### src/rtl/wb_arbiter_pkg.sv
// Shared widths and types for the write-back arbiter and its holding slots.
package wb_arbiter_pkg;

    localparam int XLEN        = 32;
    localparam int REG_WID     = 5;
    localparam int SB_SIZE_WID = 4;

    // Scoreboard position used when no entry has been written back yet.
    localparam logic [SB_SIZE_WID-1:0] INVALID_POS = '1;

    // Which requester received the most recent grant (round-robin memory).
    typedef enum logic {
        GRANT_ALU = 1'b0,
        GRANT_LS  = 1'b1
    } grant_e;

    // One pending write-back: scoreboard entry, destination register, result.
    typedef struct packed {
        logic [SB_SIZE_WID-1:0] pos;
        logic [REG_WID-1:0]     rd;
        logic [XLEN-1:0]        data;
    } wb_entry_t;

endpackage

### src/rtl/wb_hold_slot.sv
// Single-entry holding slot in front of the write-back arbiter. The slot
// accepts a new result whenever it is empty or is being drained this cycle,
// so a requester that wins every arbitration can stream one result per cycle.
module wb_hold_slot
    import wb_arbiter_pkg::*;
(
    input  logic      clk,
    input  logic      rst,
    input  logic      in_valid,
    input  wb_entry_t in_entry,
    input  logic      grant,
    output logic      ready,
    output logic      slot_valid,
    output wb_entry_t slot_entry
);

    logic      valid_q, valid_d;
    wb_entry_t entry_q, entry_d;

    // Ready depends only on slot state and the grant, never on in_valid.
    assign ready      = !valid_q || grant;
    assign slot_valid = valid_q;
    assign slot_entry = entry_q;

    // Next state: a reload during a grant keeps the slot full with new data.
    always_comb begin
        valid_d = valid_q;
        entry_d = entry_q;
        if (in_valid && ready) begin
            valid_d = 1'b1;
            entry_d = in_entry;
        end else if (grant) begin
            valid_d = 1'b0;
        end
    end

    // Slot state register; reset drops any held result.
    always_ff @(posedge clk) begin
        if (rst) begin
            valid_q <= 1'b0;
            entry_q <= '0;
        end else begin
            valid_q <= valid_d;
            entry_q <= entry_d;
        end
    end

endmodule

### src/rtl/wb_arbiter.sv
// Write-back arbiter: merges ALU and load/store results into a single
// registered write-back port (scoreboard release + register-file write).
// Ties are broken round-robin so neither requester waits more than one cycle.
module wb_arbiter
    import wb_arbiter_pkg::*;
(
    input  logic                   clk,
    input  logic                   rst,
    input  logic                   alu_valid,
    output logic                   alu_ready,
    input  logic [SB_SIZE_WID-1:0] alu_pos,
    input  logic [REG_WID-1:0]     alu_rd,
    input  logic [XLEN-1:0]        alu_data,
    input  logic                   ls_valid,
    output logic                   ls_ready,
    input  logic [SB_SIZE_WID-1:0] ls_pos,
    input  logic [REG_WID-1:0]     ls_rd,
    input  logic [XLEN-1:0]        ls_data,
    output logic                   wb_valid,
    output logic [SB_SIZE_WID-1:0] wb_pos,
    output logic [REG_WID-1:0]     wb_rd,
    output logic                   reg_we,
    output logic [REG_WID-1:0]     reg_waddr,
    output logic [XLEN-1:0]        reg_wdata
);

    // Index 0 is the ALU, index 1 the load/store unit (matches grant_e).
    logic [1:0] in_valid;
    logic [1:0] slot_ready;
    logic [1:0] slot_valid;
    logic [1:0] grant;
    wb_entry_t  in_entry   [2];
    wb_entry_t  slot_entry [2];
    wb_entry_t  winner;

    grant_e                 last_grant_q, last_grant_d;
    logic                   wb_valid_q, wb_valid_d;
    logic [SB_SIZE_WID-1:0] wb_pos_q, wb_pos_d;
    logic [REG_WID-1:0]     wb_rd_q, wb_rd_d;
    logic                   reg_we_q, reg_we_d;
    logic [XLEN-1:0]        reg_wdata_q, reg_wdata_d;

    assign in_valid    = {ls_valid, alu_valid};
    assign in_entry[0] = '{pos: alu_pos, rd: alu_rd, data: alu_data};
    assign in_entry[1] = '{pos: ls_pos,  rd: ls_rd,  data: ls_data};

    generate
        for (genvar gi = 0; gi < 2; gi++) begin : g_slot
            wb_hold_slot u_slot (
                .clk        (clk),
                .rst        (rst),
                .in_valid   (in_valid[gi]),
                .in_entry   (in_entry[gi]),
                .grant      (grant[gi]),
                .ready      (slot_ready[gi]),
                .slot_valid (slot_valid[gi]),
                .slot_entry (slot_entry[gi])
            );
        end
    endgenerate

    assign alu_ready = slot_ready[0];
    assign ls_ready  = slot_ready[1];

    // Grant selection: lone valid slot wins, ties go to the slot not granted last.
    always_comb begin
        grant = 2'b00;
        case (slot_valid)
            2'b01:   grant = 2'b01;
            2'b10:   grant = 2'b10;
            2'b11:   grant = (last_grant_q == GRANT_LS) ? 2'b01 : 2'b10;
            default: grant = 2'b00;
        endcase
    end

    // Next-state for round-robin memory and the registered write-back port.
    always_comb begin
        last_grant_d = last_grant_q;
        wb_valid_d   = 1'b0;
        reg_we_d     = 1'b0;
        wb_pos_d     = wb_pos_q;
        wb_rd_d      = wb_rd_q;
        reg_wdata_d  = reg_wdata_q;
        winner       = grant[1] ? slot_entry[1] : slot_entry[0];
        if (grant != 2'b00) begin
            last_grant_d = grant[1] ? GRANT_LS : GRANT_ALU;
            wb_valid_d   = 1'b1;
            wb_pos_d     = winner.pos;
            wb_rd_d      = winner.rd;
            reg_wdata_d  = winner.data;
            // x0 is never written, but the scoreboard entry is still freed.
            reg_we_d     = (winner.rd != '0);
        end
    end

    // State register; ALU wins the first tie after reset.
    always_ff @(posedge clk) begin
        if (rst) begin
            last_grant_q <= GRANT_LS;
            wb_valid_q   <= 1'b0;
            wb_pos_q     <= INVALID_POS;
            wb_rd_q      <= '0;
            reg_we_q     <= 1'b0;
            reg_wdata_q  <= '0;
        end else begin
            last_grant_q <= last_grant_d;
            wb_valid_q   <= wb_valid_d;
            wb_pos_q     <= wb_pos_d;
            wb_rd_q      <= wb_rd_d;
            reg_we_q     <= reg_we_d;
            reg_wdata_q  <= reg_wdata_d;
        end
    end

    assign wb_valid  = wb_valid_q;
    assign wb_pos    = wb_pos_q;
    assign wb_rd     = wb_rd_q;
    assign reg_we    = reg_we_q;
    assign reg_waddr = wb_rd_q;
    assign reg_wdata = reg_wdata_q;

endmodule

### config.mk
export PLATFORM = sky130hd
export DESIGN_NAME = wb_arbiter
export DESIGN_NICKNAME = d
export VERILOG_FILES = /design/src/rtl/wb_arbiter_pkg.sv /design/src/rtl/wb_hold_slot.sv /design/src/rtl/wb_arbiter.sv
export SDC_FILE = /design/constraint.sdc
export NUM_CORES = 1
export LEC_CHECK = 0
export ABC_AREA = 1
export CAP_MARGIN = 20
export CORE_MARGIN = 2
export CORE_UTILIZATION = 48
export CTS_CLUSTER_DIAMETER = 200
export DETAILED_ROUTE_END_ITERATION = 10
export GPL_TIMING_DRIVEN = 0
export PLACE_DENSITY = 0.8
export SLEW_MARGIN = 20
export SYNTH_ARGS = -nofsm -noshare
export SYNTH_HDL_FRONTEND = slang
export SYNTH_SLANG_ARGS = --single-unit
export TNS_END_PERCENT = 5
### constraint.sdc
create_clock -name clk -period 1.8 [get_ports clk]
set_clock_uncertainty 0.05 [all_clocks]
set_input_delay 0.45 -clock clk [delete_from_list [all_inputs] [get_ports clk]]
set_output_delay 0.45 -clock clk [all_outputs]
set_load 0.1 [all_outputs]
* After elaboration in Yosys (flattened, before gate mapping) *
Index checks and enable logic that the tools add are counted.
Widths: inputs -> output; s select.

storage, ports and cells
  latch bits = 0
  memories = 0
  output and inout bits = 50
  word-level logic and storage cells = 38
  RAM bits = 0
  bits in registers = 128
  bits in read-only memories = 0

operators by class
  reduce and logical (&&, ||, !) cells = 11
  div/mod/pow operators = 0
  mux-type cells = 9
  $add $sub $neg = 0
  multiply operators = 0
  bitwise operators = 1
  $lt $le $gt $ge = 0
  eq/ne operators = 3
  shift operators = 0

operators by type and width
  operator            number
  $mux 41             1
  $mux 1              6
  $pmux 2 s3          1
  $reduce_bool 2->1   3
  $reduce_bool 5->1   1
  $eq 2x2->1 const B  2
  $eq 2x1->1 const B  1
  $logic_and 1x1->1   2
  $logic_not 1->1     2
  $logic_or 1x1->1    2
  $mux 2              1
  $reduce_or 2->1     1
  $not 1->1           1

* Longest topological paths before layout *
  word-level depth = 5
  depth in mapped cells = 9

* By module *
From an unflattened synthesis, not the netlist that was laid out.

second synthesis, totals
  cell total of the unflattened synthesis = 841
  area total of the unflattened synthesis = 5,940.7 um^2

by module, submodules not included
  module        sequential area each (um^2)  area each (um^2)  instances  cells an instance
  wb_hold_slot  840.8                        1,871.8           2          274
  wb_arbiter    880.8                        2,197.1           1          293

* Worst setup path after synthesis *
No wires, ideal clock.

  kind = reg-to-output
  from = register wb_rd_q[0], in the netlist reg_waddr[0]
  to = output port wb_rd[0]
  cell stages (with the launch flop) = 2
  arrival = 1.374 ns
  slack = -0.074 ns
  path buffers = 1
  required time = 1.300 ns
  cell sequence = dfxtp_1 buf_4

RTL lines
  element                 RTL line           RTL
  start, declared         wb_arbiter.sv:39   logic [REG_WID-1:0] wb_rd_q, wb_rd_d;
  start signal, assigned  wb_arbiter.sv:109  wb_rd_q <= wb_rd_d;
  end, declared           wb_arbiter.sv:21   output logic [REG_WID-1:0] wb_rd,

No word-level cell between the ends.

* Worst setup path after layout *
  from = register last_grant_q
  to = output port alu_ready

on the way
  cells in the longest elaborated chain, start to end = 3

RTL lines
  element                 RTL line            RTL
  start, declared         wb_arbiter.sv:36    grant_e last_grant_q, last_grant_d;
  start signal, assigned  wb_arbiter.sv:106   last_grant_q <= last_grant_d;
  $mux 2                  wb_arbiter.sv:71    2'b11: grant = (last_grant_q == GRANT_LS) ? 2'b01 : 2'b10;
  $pmux 2 s3              wb_arbiter.sv:68    case (slot_valid)
  $logic_or 1x1->1        wb_hold_slot.sv:21  assign ready = !valid_q || grant;
  end, declared           wb_arbiter.sv:10    output logic alu_ready,

Every way passes these cells.

==> out/qor.yml <==
run_status:
  status: "finished, violations left"
  violations: "setup timing"
yosys:
  synth_most_common_cell: "nor2_1"
  synth_top_cells_by_count: "nor2_1 (153), dfxtp_1 (128), o21ai_0 (104), nand2_1 (76), a21oi_1 (51)"
  synthArstFlopShare: 0
  synth-xor-area-share: 0
  syn_avg_cell_area_um2: 7.59
  syn_inst: 661
  synth_simple_gate_area_frac: 0.208
  ys_seq_area_frac: 0.511
  syn-cell-area_mm2: 0.00501
  synthFlopType: "dfxtp_1"
  synth.distinct_cells: 20
  synth.area.top_cells: "dfxtp_1 (51%), nor2_1 (11%), o21ai_0 (10%)"
  yosysTopAreaCellShare: 0.511
  yosysWarningCount: 0
  muxShareOfSynthArea: 0
  yosys.area_share.adder: 0
  synth.largest_area_cell: "dfxtp_1"
  synthesis.nets: 747
  synth_edf_count: 0
  synth_compound_area_frac: 0.181
  synth_top_family_by_area: "simple AND/OR/NAND/NOR gates"
  synth_seq_cells: 128
global_routing:
  grt_pass1_vias: 4682
  grt_start_max_net_pins: 17
  grt_pass1_wl_um: 22400
  gr-total-overflow: 0
  track_usage: 0.256
  antenna_found_initial: 0
clocking:
  htreeDepth: 4
  ctsRootBufferMaster: "clkbuf_8"
  cts_tree: "built"
  path_clk_slew_ns: 0.06
  cts_sinks: 128
  clk_latency_ns: 0.52
  cts_buffer_depth: 2
  numCtsBuffers: 17
drt:
  vias: 4909
  top_layer_used: "met4"
  drt_iter0_markers: 310
  ant_nets: 0
  drtPass1Iterations: 6
  routed_wl_um: 14500
  routedWlPerCell_um: 14.9
  viasPerCell: 5.06
  drc_errors: 0
  routed-wl-met3_um: 749
  wl_met2_um: 7140
  met1_length_um: 6310
critical_path:
  critPathKind: "reg2out"
  path_max_fanout: 2
  crit_path_start: "last_grant_q"
  max_stage_delay_ns: 0.37
  cpMaxStageDelayCell: "dfxtp_4"
  rr_startpoint: "g_slot[0].u_slot.slot_valid"
  path_cells: "inv_4 -> nand2_8 -> nand2_2 -> nand2_4 -> buf_12"
  crit_family: "flip-flops"
  crit_required_ns: 1.30
  worstPathBufferInverterCount: 2
  cp-end-kind: "primary output"
  cp.arrival_ns: 1.31
  start_kind: "flop"
worst_hold_path:
  hp-start: "rst"
  holdCritPathClass: "in2reg"
floorplan:
  rows: 37
  die_y_um: 106
  start_util: 0.490
  core_area_mm2: 0.0102
  die_area_mm2: 0.0113
  fp.dieW_um: 106
  boundaryPins: 136
power:
  vdd_drop_max_v: 0.000714
  pwr-share-clk: 0.386
  seqPwrFrac: 0.388
  leakage_nw: 3.10
  p_sw_frac: 0.330
  cellInternalPower_mw: 5.54
  p_sw_mw: 2.73
  pwr-share-comb: 0.227
  power_density_mw_per_mm2: 1170
  power_mw: 8.28
timing:
  slew_headroom: 0.606
  setup_violations: 2
  drv_slew: 0
  period_minus_slack_ns: 1.81
  setup_slack_ns: -0.00883
  period_share: 1.00
  hold_violations: 0
  setup_tns_ns: -0.0172
  rsz0062_at_grt: "true"
  fmax_mhz: 553
  tightest_slew_ns: 0.591
placement:
  gp_congestion: 0.854
  place_ws_ns: -0.593
  place_hpwl_um: 10100
  placed_area_mm2: 0.00653
  io_buffers: 134
finish:
  regArea_mm2: 0.00257
  layout-drive-gt1-share: 0.171
  multi_input_area_mm2: 0.00197
  stdcell_area_mm2: 0.00708
  nets: 908
  final_core_util: 0.692
  n_fill_cell: 833
  syn_to_final_growth_pct: 41.2
  antenna_cells: 0
run:
  drv_cap: 0
-- layout make-up --
class / count / share of cell area
timing repair buffer: 143 / 0.186
inverter: 49 / 0.0267
multi-input combinational: 434 / 0.278
clock buffer: 18 / 0.0604
tap: 136 / 0.0240
sequential: 128 / 0.363
buffer: 49 / 0.0435
clock inverter: 14 / 0.0186
-- worst reg2reg max path, cell delays in order (launching register included) --
cell	delay, ns
dfxtp_2	0.33
buf_6	0.12
nand2_4	0.06
inv_4	0.03
nand2_4	0.06
buf_4	0.11
buf_4	0.12
nand2_4	0.05
inv_2	0.19
buf_2	0.29
nor2_1	0.10
nor2_1	0.12
-- per-layer routing --
metal,global-route usage,vias up
met5,0,-
met4,0.0789,0
li1,-,2441
met3,0.0582,29
met1,0.313,2273
met2,0.448,166
-- registers in the layout, summed over array words and instances (netlist names) --
name and flops:
g_slot.u_slot.slot_entry 82, reg_wdata 32, reg_waddr 5, wb_pos 4, g_slot.u_slot.slot_valid 2, last_grant_q 1, reg_we 1, wb_valid 1
-- power groups by stage --
stage	registers, mW	clock network [mW]	logic, mW
3_5_place_dp	3.26	0	1.85
4_1_cts	3.20	3.20	1.84
6_report	3.21	3.19	1.88
3_3_place_gp	3.25	0	1.82
2_1_floorplan	3.80	0	0.730
5_1_grt	3.23	3.33	2.00
-- placed cells by master, fill, tap and decap left out, drive strengths merged, types with 6 or more instances in the layout --
cell type      netlist  routed
nor2               153     153
a21oi               51      51
clkinv               1       6
nand3               22      22
clkbuf              14      55
buf                 36      71
o21ai              115     115
clkdlybuf4s50        0      84
nand2               83      83
inv                 48      52
dfxtp              128     128
-- stage by stage --
step | cells | hold slack, ns
global route | 971 | 0.191
global placement | 931 | 0.383
CTS | 971 | 0.185
finish | 971 | 0.204
floorplan | 661 | 0.374
detailed placement | 931 | 0.388
-- logic make-up (layout without fill, tap and decap cells) --
logic type | Yosys count | after routing
AOI/OAI and AO/OA | 176 | 176
buffers and inverters | 99 | 273
DFF | 128 | 128
and+or+nand+nor | 258 | 258
-- timing repair --
action,4_1_cts,5_1_grt
gates resized for setup,289,29
pin swaps,4,2
hold buffers,0,0
setup endpoints to repair,50,28
buffers inserted,8,1
-- worst paths after layout --
| check | endpoint | slack [ns] | depth (start not counted) |
|---|---|---|---|
| hold / removal | reg_wdata[22] | 0.20 | 2 |
| setup / recovery | alu_ready | -0.009 | 5 |
| hold reg to reg | g_slot[1].u_slot.slot_entry[26] | 0.40 | 2 |
| setup reg to reg | g_slot[1].u_slot.slot_entry[4] | 0.10 | 11 |
Note: power is estimated with default switching activity, not from simulation.
